==> src/rtl/alu_pkg.sv <==
// Shared ALU definitions: control codes, op type, legality check and the
// response-slot state encoding used by the ALU arbiter.
package alu_pkg;

  typedef logic [3:0] alu_op_t;

  localparam alu_op_t ALU_AND = 4'b0000;
  localparam alu_op_t ALU_OR  = 4'b0001;
  localparam alu_op_t ALU_ADD = 4'b0010;
  localparam alu_op_t ALU_SUB = 4'b0110;

  // Response register occupancy
  typedef enum logic {
    SLOT_EMPTY = 1'b0,
    SLOT_FULL  = 1'b1
  } slot_state_t;

  // True for the four control codes the ALU actually implements
  function automatic logic is_legal_op(input alu_op_t op);
    logic legal;
    case (op)
      ALU_AND, ALU_OR, ALU_ADD, ALU_SUB: legal = 1'b1;
      default:                           legal = 1'b0;
    endcase
    return legal;
  endfunction

endpackage

==> src/rtl/alu_arbiter_rr.sv <==
// Requester selection for the ALU arbiter.
// Default build: round-robin starting at rr_ptr, pointer moves past the
// winner only when the grant is actually consumed (advance).
// With ALU_ARB_FIXED_PRIO_EN defined: fixed priority, lowest index wins,
// and no pointer state exists.
module rr_arbiter #(
  parameter int NREQ = 2,
  parameter int IDW  = 1
) (
  input  logic            clk,
  input  logic            reset,
  input  logic [NREQ-1:0] req,
  input  logic            advance,
  output logic [NREQ-1:0] grant,
  output logic [IDW-1:0]  grant_idx,
  output logic            grant_any
);

`ifdef ALU_ARB_FIXED_PRIO_EN

  logic unused_seq;
  assign unused_seq = ^{clk, reset, advance};

  // Lowest-index valid requester wins; scan downward so the last hit is the lowest
  always_comb begin
    grant_any = 1'b0;
    grant_idx = '0;
    for (int i = NREQ - 1; i >= 0; i--) begin
      if (req[i]) begin
        grant_any = 1'b1;
        grant_idx = IDW'(i);
      end
    end
  end

`else

  logic [IDW-1:0] rr_ptr;

  // First valid requester at or after rr_ptr, wrapping; scan from the far end so the nearest hit sticks
  always_comb begin
    int cand;
    grant_any = 1'b0;
    grant_idx = '0;
    cand      = 0;
    for (int k = NREQ - 1; k >= 0; k--) begin
      cand = int'(rr_ptr) + k;
      if (cand >= NREQ) begin
        cand = cand - NREQ;
      end
      if (req[cand[IDW-1:0]]) begin
        grant_any = 1'b1;
        grant_idx = cand[IDW-1:0];
      end
    end
  end

  // Pointer moves just past the winner on a consumed grant, wrapping NREQ-1 -> 0
  always_ff @(posedge clk) begin
    if (reset) begin
      rr_ptr <= '0;
    end else if (advance) begin
      if (grant_idx == IDW'(NREQ - 1)) begin
        rr_ptr <= '0;
      end else begin
        rr_ptr <= grant_idx + IDW'(1);
      end
    end
  end

`endif

  // Expand the winning index into a one-hot grant vector
  always_comb begin
    grant = '0;
    if (grant_any) begin
      grant[grant_idx] = 1'b1;
    end
  end

endmodule

==> src/rtl/alu_arbiter.sv <==
// Shares one combinational ALU between NREQ requesters. The winner's op and
// operands drive the ALU; on a handshake the ALU result is captured into a
// single-entry response register with its own valid/ready handshake.
// Build option: ALU_ARB_FIXED_PRIO_EN selects fixed priority instead of
// round-robin (handled inside rr_arbiter).
module alu_arbiter
  import alu_pkg::*;
#(
  parameter int WIDTH = 32,
  parameter int NREQ  = 2,
  parameter int IDW   = ($clog2(NREQ) < 1) ? 1 : $clog2(NREQ)
) (
  input  logic                  clk,
  input  logic                  reset,
  input  logic [NREQ-1:0]       req_valid,
  output logic [NREQ-1:0]       req_ready,
  input  logic [4*NREQ-1:0]     req_op,
  input  logic [WIDTH*NREQ-1:0] req_a,
  input  logic [WIDTH*NREQ-1:0] req_b,
  output logic [3:0]            alu_ctrl,
  output logic [WIDTH-1:0]      alu_a,
  output logic [WIDTH-1:0]      alu_b,
  input  logic [WIDTH-1:0]      alu_out,
  input  logic                  alu_zero,
  output logic                  rsp_valid,
  input  logic                  rsp_ready,
  output logic [IDW-1:0]        rsp_id,
  output logic [WIDTH-1:0]      rsp_data,
  output logic                  rsp_zero,
  output logic                  rsp_err
);

  slot_state_t     slot;
  logic            can_accept;
  logic            transfer;
  logic [NREQ-1:0] grant;
  logic [IDW-1:0]  grant_idx;
  logic            grant_any;

  rr_arbiter #(
    .NREQ (NREQ),
    .IDW  (IDW)
  ) u_arb (
    .clk       (clk),
    .reset     (reset),
    .req       (req_valid),
    .advance   (transfer),
    .grant     (grant),
    .grant_idx (grant_idx),
    .grant_any (grant_any)
  );

  // The slot can take a new result if it is empty or is being drained this cycle
  assign can_accept = (slot == SLOT_EMPTY) || rsp_ready;
  assign rsp_valid  = (slot == SLOT_FULL);

  // Accept only the winner, only when the slot has room, and never while in reset
  always_comb begin
    req_ready = '0;
    if (grant_any && can_accept && !reset) begin
      req_ready = grant;
    end
  end

  assign transfer = |req_ready;

  // Winner drives the ALU even when stalled; idle drive is ADD 0+0
  always_comb begin
    alu_ctrl = ALU_ADD;
    alu_a    = '0;
    alu_b    = '0;
    if (grant_any) begin
      alu_ctrl = req_op[int'(grant_idx)*4 +: 4];
      alu_a    = req_a[int'(grant_idx)*WIDTH +: WIDTH];
      alu_b    = req_b[int'(grant_idx)*WIDTH +: WIDTH];
    end
  end

  // Response slot: capture the ALU result on transfer, empty on drain, data held otherwise
  always_ff @(posedge clk) begin
    if (reset) begin
      slot     <= SLOT_EMPTY;
      rsp_id   <= '0;
      rsp_data <= '0;
      rsp_zero <= 1'b0;
      rsp_err  <= 1'b0;
    end else begin
      if (transfer) begin
        rsp_id   <= grant_idx;
        rsp_data <= alu_out;
        rsp_zero <= alu_zero;
        rsp_err  <= !is_legal_op(alu_ctrl);
      end
      case (slot)
        SLOT_EMPTY: begin
          if (transfer) begin
            slot <= SLOT_FULL;
          end
        end
        SLOT_FULL: begin
          if (!transfer && rsp_ready) begin
            slot <= SLOT_EMPTY;
          end
        end
        default: slot <= SLOT_EMPTY;
      endcase
    end
  end

endmodule

==> config.mk <==
export PLATFORM = sky130hd
export DESIGN_NAME = alu_arbiter
export DESIGN_NICKNAME = d
export VERILOG_FILES = /design/src/rtl/alu_pkg.sv /design/src/rtl/alu_arbiter_rr.sv /design/src/rtl/alu_arbiter.sv
export SDC_FILE = /design/constraint.sdc
export NUM_CORES = 1
export LEC_CHECK = 0
export CELL_PAD_IN_SITES_DETAIL_PLACEMENT = 1
export CELL_PAD_IN_SITES_GLOBAL_PLACEMENT = 1
export CORE_MARGIN = 2
export CORE_UTILIZATION = 20
export CTS_BUF_LIST = sky130_fd_sc_hd__clkbuf_8
export DETAILED_ROUTE_END_ITERATION = 12
export GPL_ROUTABILITY_DRIVEN = 0
export PLACE_DENSITY = 0.93
export SLEW_MARGIN = 20
export SYNTH_ARGS = -nofsm -noshare
export SYNTH_HDL_FRONTEND = slang
export SYNTH_HIERARCHICAL = 1
export SYNTH_SLANG_ARGS = --single-unit
==> constraint.sdc <==
create_clock -name clk -period 2.3 [get_ports clk]
set_clock_uncertainty 0.05 [all_clocks]
set_input_delay 0.46 -clock clk [delete_from_list [all_inputs] [get_ports clk]]
set_output_delay 0.46 -clock clk [all_outputs]
set_load 0.005 [all_outputs]
# Yosys cells after proc, flatten, opt, wreduce, memory -nomap -nowiden
# Cells that the tools add are included.
# classes
bitwise	1
n_reduce_logical	11
n_mul	0
muxes	24
shift	3
addsub	4
n_lt_le_gt_ge	6
n_div	0
eq_ne	3
# op_table
operator	count
$shiftx 64x7->32	2
$mux 32	2
$mux 1	17
$shiftx 8x4->4	1
$lt 1x2->1 const B	3
$eq 4x1->1 const B	1
$eq 4x2->1 const B	1
$eq 4x3->1 const B	1
$logic_and 1x1->1	4
$logic_not 4->1	1
$mux 2	2
$mux 4	1
$reduce_or 4->1	1
$logic_not 1->1	3
$add 1x1->2 const B	1
$ge 1x2->1 const B	1
$ge 2x2->1 const B	1
$pmux 1 s2	1
$reduce_or 2->1	1
$sub 1x1->1 const B	2
$add 1x1->1 const B	1
$demux 1 s1	1
$ge 1x1->1 const B	1
$logic_or 1x1->1	1
$not 1->1	1
# totals
input_bits	174
register_bits	37
mem_bits_ro	0
ram_bits	0
out_inout_bits	106
elab_cells	58
latchBits	0
n_memories	0

# Longest topological paths before layout
# logic_depth
depth_word	18
ltp_mapped	7
ltp_nobuf	6

# Modules after synthesis
# The synthesis kept the hierarchy.
# modules_own_cells
mod	instances	area_per_inst_um2	cells_each
alu_arbiter	1	2861.5	333
rr_arbiter	1	81.3	8

# Worst setup path before layout
# Ideal clock, no wire load.
# synth_timing
kind	input to output
start	input req_valid[0]
end	output alu_ctrl[1]
path_slack_ns	0.357
t_arrival_ns	1.433
path_buffers	3
cell_stages	7
path_cell_list	nand2b_4 and2_2 buf_2 buf_4 buf_4 mux2i_1 nand2_1
# synth_between
elab_chain_cells	6
# synth_rtl
item	line	text
start: declaration	alu_arbiter.sv:15	input logic [NREQ-1:0] req_valid,
$mux 1 (not written as such) (2 in series)	alu_arbiter_rr.sv:51	if (req[cand[IDW-1:0]]) begin
$mux 1	alu_arbiter_rr.sv:51	
$mux 1 *	alu_arbiter_rr.sv:51	
via grant_idx	alu_arbiter.sv:37	logic [IDW-1:0] grant_idx;
$shiftx 8x4->4 *	alu_arbiter.sv:73	alu_ctrl = req_op[int'(grant_idx)*4 +: 4];
$mux 4 *	alu_arbiter.sv:72	if (grant_any) begin
end: declaration	alu_arbiter.sv:20	output logic [3:0] alu_ctrl,
# The timed path passes the listed nets; every way through them passes the cells marked *. The select of a mux whose other input is x is not followed.

# Final worst setup path
# layout_timing
start	input req_valid[0]
end	output alu_a[25]
# layout_between
elab_chain_cells	6
# layout_rtl
item	line	text
$mux 1 (not written as such) (2 in series)	alu_arbiter_rr.sv:51	
$mux 1	alu_arbiter_rr.sv:51	
$mux 1 *	alu_arbiter_rr.sv:51	
via grant_idx	alu_arbiter.sv:37	
$shiftx 64x7->32 *	alu_arbiter.sv:74	alu_a = req_a[int'(grant_idx)*WIDTH +: WIDTH];
$mux 32 *	alu_arbiter.sv:72	
end: declaration	alu_arbiter.sv:21	output logic [WIDTH-1:0] alu_a,
# Marked as above.

==> metrics.md <==
| Metric | Value |
|---|---|
| Post-Syn Instances | `341` |
| Row count | `44` |
| Num CTS Buffers | `5` |
| Max Root-Sink Buffers | `2` |
| CTS tree | `done` |
| Number of global-route vias before repair | `about 4500` |
| Mapped Area | `a little under 3000 sq um` |
| Startpoint Class | `input port` |
| Die area | `15700 sq um` |
| Post-synthesis cell type count | `27` |
| I/O Pins | `280` |
| Share of cells above drive strength 1 | `22.6%` |
| Drt first pass iters | `4` |
| CP Max Fanout | `6` |
| Port Buf Inserts | `about 280` |
| CP Data Required Time | `around 1800 ps` |
| Final setup fails | `1` |
| Failing checks | `negative setup slack` |
| Max Used Layer | `met4` |
| Slowest stage delay, CP | `roughly 280 ps` |
| Starting DRT DRC Count | `about 110` |
| Die X-Extent | `between 100 and 150 um` |
| Root buf cell | `clkbuf_8` |
| Largest cells by area after synthesis | `dfxtp_1, mux2i_1, o31ai_2, nor2_1, nand4_1` |
| Initial antenna violation count | `2` |
| Register area share after synthesis | `roughly a quarter` |
| Peak VDD IR | `192 uV` |
| Remaining antenna violation count after routing | `0` |
| Crit path kind | `in2out` |
| Total number of vias | `approximately 3900` |
| Leakage | `between 2 and 2.5 nW` |
| Number of hold buffers added after cts | `0` |
| Leading area contributor after synthesis | `dfxtp_1` |
| DRT Wirelength | `16.4 mm` |
| Final Hold Viols | `0` |
| Slew Viols, Final | `0` |
| H-tree Lvls | `2` |
| Mapped Nets | `just over 500` |
| CP endpoint kind | `output port` |
| Met1 WL | `between 6 and 7 mm` |
| Final period util | `100%` |
| Die Y | `between 100 and 150 um` |
| Yosys warns | `6` |
| Met3 wire len | `878 um` |
| Area Growth Syn to Fin | `120%` |
| Tmin final | `roughly 2300 ps` |
| Yosys top cell area share | `between 20% and 30%` |
| CP max stage cell | `dlygate4sd2_1` |
| Starting density of the core | `20.3%` |
| Total GRT Usage | `around 20%` |
| Slew of the pin with the lowest slew margin | `434 ps` |
| Place WS | `-528 ps` |
| Sink Count | `37` |
| Status | `finished with violations` |
| Maxcap violations | `0` |
| Synth Area per Inst | `8.63 sq um` |
| Pwr Density | `roughly 370 nW/um^2` |
| Worst-path clk slew | `about 80 ps` |
| Clk_lat worst skew | `between 200 and 300 ps` |
| Count of state elements after synthesis | `37` |
| Wire length on met2 | `around 8.9 mm` |
| Residual DRC count | `0` |
| Global route overflow | `0` |
| Avg Vias per Cell | `approximately 4.8` |
| First-pass GRT wire length | `24.8 mm` |
| Tot Pwr | `about 0.0024 W` |
| HPWL Detailed | `around 13 mm` |
| Layout fillers | `around 1600` |
| Routed len/inst | `20.0 um` |
| Most frequent cells in the layout | `clkdlybuf4s50_1, nor2_1, mux2i_1` |
| Achievable frequency | `around 430 MHz` |
| RSZ-0062 raised after global routing | `yes` |
| Commonest non-fill, non-tap cell in the layout | `clkdlybuf4s50_1` |
| Slew HR | `~71%` |
| Crit-path cells | `clkdlybuf4s15_2 > nand2b_4 > and2_4 > buf_4 > buf_12 > mux2i_1 > nor2_1 > dlygate4sd2_1` |
| CP Buf/Inv Count | `4` |
| Fin worst setup slack | `-6.02 ps` |
| Worst Path Arrival | `approximately 1800 ps` |
| Post-layout nets | `between 800 and 900` |
| Core footprint | `14500 sq um` |
| Cell family with most CP delay | `buffers and inverters` |
| Min-delay worst type | `reg2reg` |
| Largest net degree at the start of global routing | `38` |
==> stage by stage <==
stage	hold slack, ps	TNS [ps]	instance area, sq um	cells	util, %
after floorplan	412	0	2940	341	-
after global placement	405	-32260	6050	791	41.8
after detailed placement	419	-36490	6050	791	41.8
after CTS	431	-453	6370	816	44.0
after global routing	444	-399	6480	820	44.8
final	428	-6.02	6480	820	44.8
==> layout make-up <==
type	instances	area, sq um	area share (%)
Tap cell	184	230	3.55
Clock inverter	3	17.5	0.270
Inverter	2	15.0	0.232
Sequential cell	37	742	11.4
Antenna cell	2	5.00	0.0772
Timing Repair Buffer	326	3330	51.3
Multi-Input combinational cell	261	2080	32.1
Clock buffer	5	68.8	1.06
==> flip-flops by register name, summed over array words and instances (netlist names) <==
signal / cells
rsp_zero: 1
rsp_id: 1
rsp_err: 1
u_arb/rr_ptr: 1
rsp_valid: 1
rsp_data: 32
==> synth_stat cells <==
library cell,number
mux2i_1,71
nor2_1,68
dfxtp_1,37
a21oi_1,34
nand4_1,34
o31ai_2,30
buf_2,18
buf_4,9
buf_6,8
clkbuf_1,6
o31ai_1,4
and2_2,2
and3_1,2
inv_1,2
nand2b_4,2
nor2b_1,2
or2_2,2
a21boi_0,1
a311oi_2,1
clkbuf_4,1
nand2_1,1
nand2b_1,1
nor2_2,1
nor3_4,1
o2111ai_1,1
o21a_1,1
o221a_2,1
==> worst reg2reg max path, cell delays in order (launching register included) <==
cell and delay [ps]:
dfxtp_2 340, nand2b_4 130, and2_4 190, buf_12 150, buf_4 130, mux2i_4 230, buf_4 130, buf_4 90
o2111ai_1 90, o221a_2 250
==> layer usage <==
metal	vias to the layer above	global-route usage (%)
li1	1837	-
met1	1900	20.9
met2	173	37.6
met3	34	3.68
met4	0	8.76
met5	-	0
==> final timing paths <==
path	startpoint	to	slack, ps	depth (start not counted)
max	req_valid[0]	alu_a[25]	-6	8
min reg2reg	rsp_data[24]	rsp_data[24]	430	2
min	rsp_data[24]	rsp_data[24]	430	2
max reg2reg	u_arb/rr_ptr	rsp_err	430	9
==> power by group <==
| group | switching [W] | internal, W | leakage [nW] |
|---|---|---|---|
| Combinational | 0.000478 | 0.000731 | 2.15 |
| Clock | 0.000258 | 0.000210 | 0.0439 |
| Sequential | 0.0000267 | 0.000677 | 0.303 |
==> what timing repair did <==
action,CTS,global route
gates cloned,6,2
pin swaps,1,2
resized for setup,115,78
setup buffers,11,2
setup endpoints to repair,70,56
==> cells by family after synthesis <==
group,after synthesis,synth area share [%]
compound gates,73,21.3
flops,37,25.2
buf+inv,44,9.69
simple gates,116,19.7
mux,71,24.1
Power figures use the tool's default switching activity.
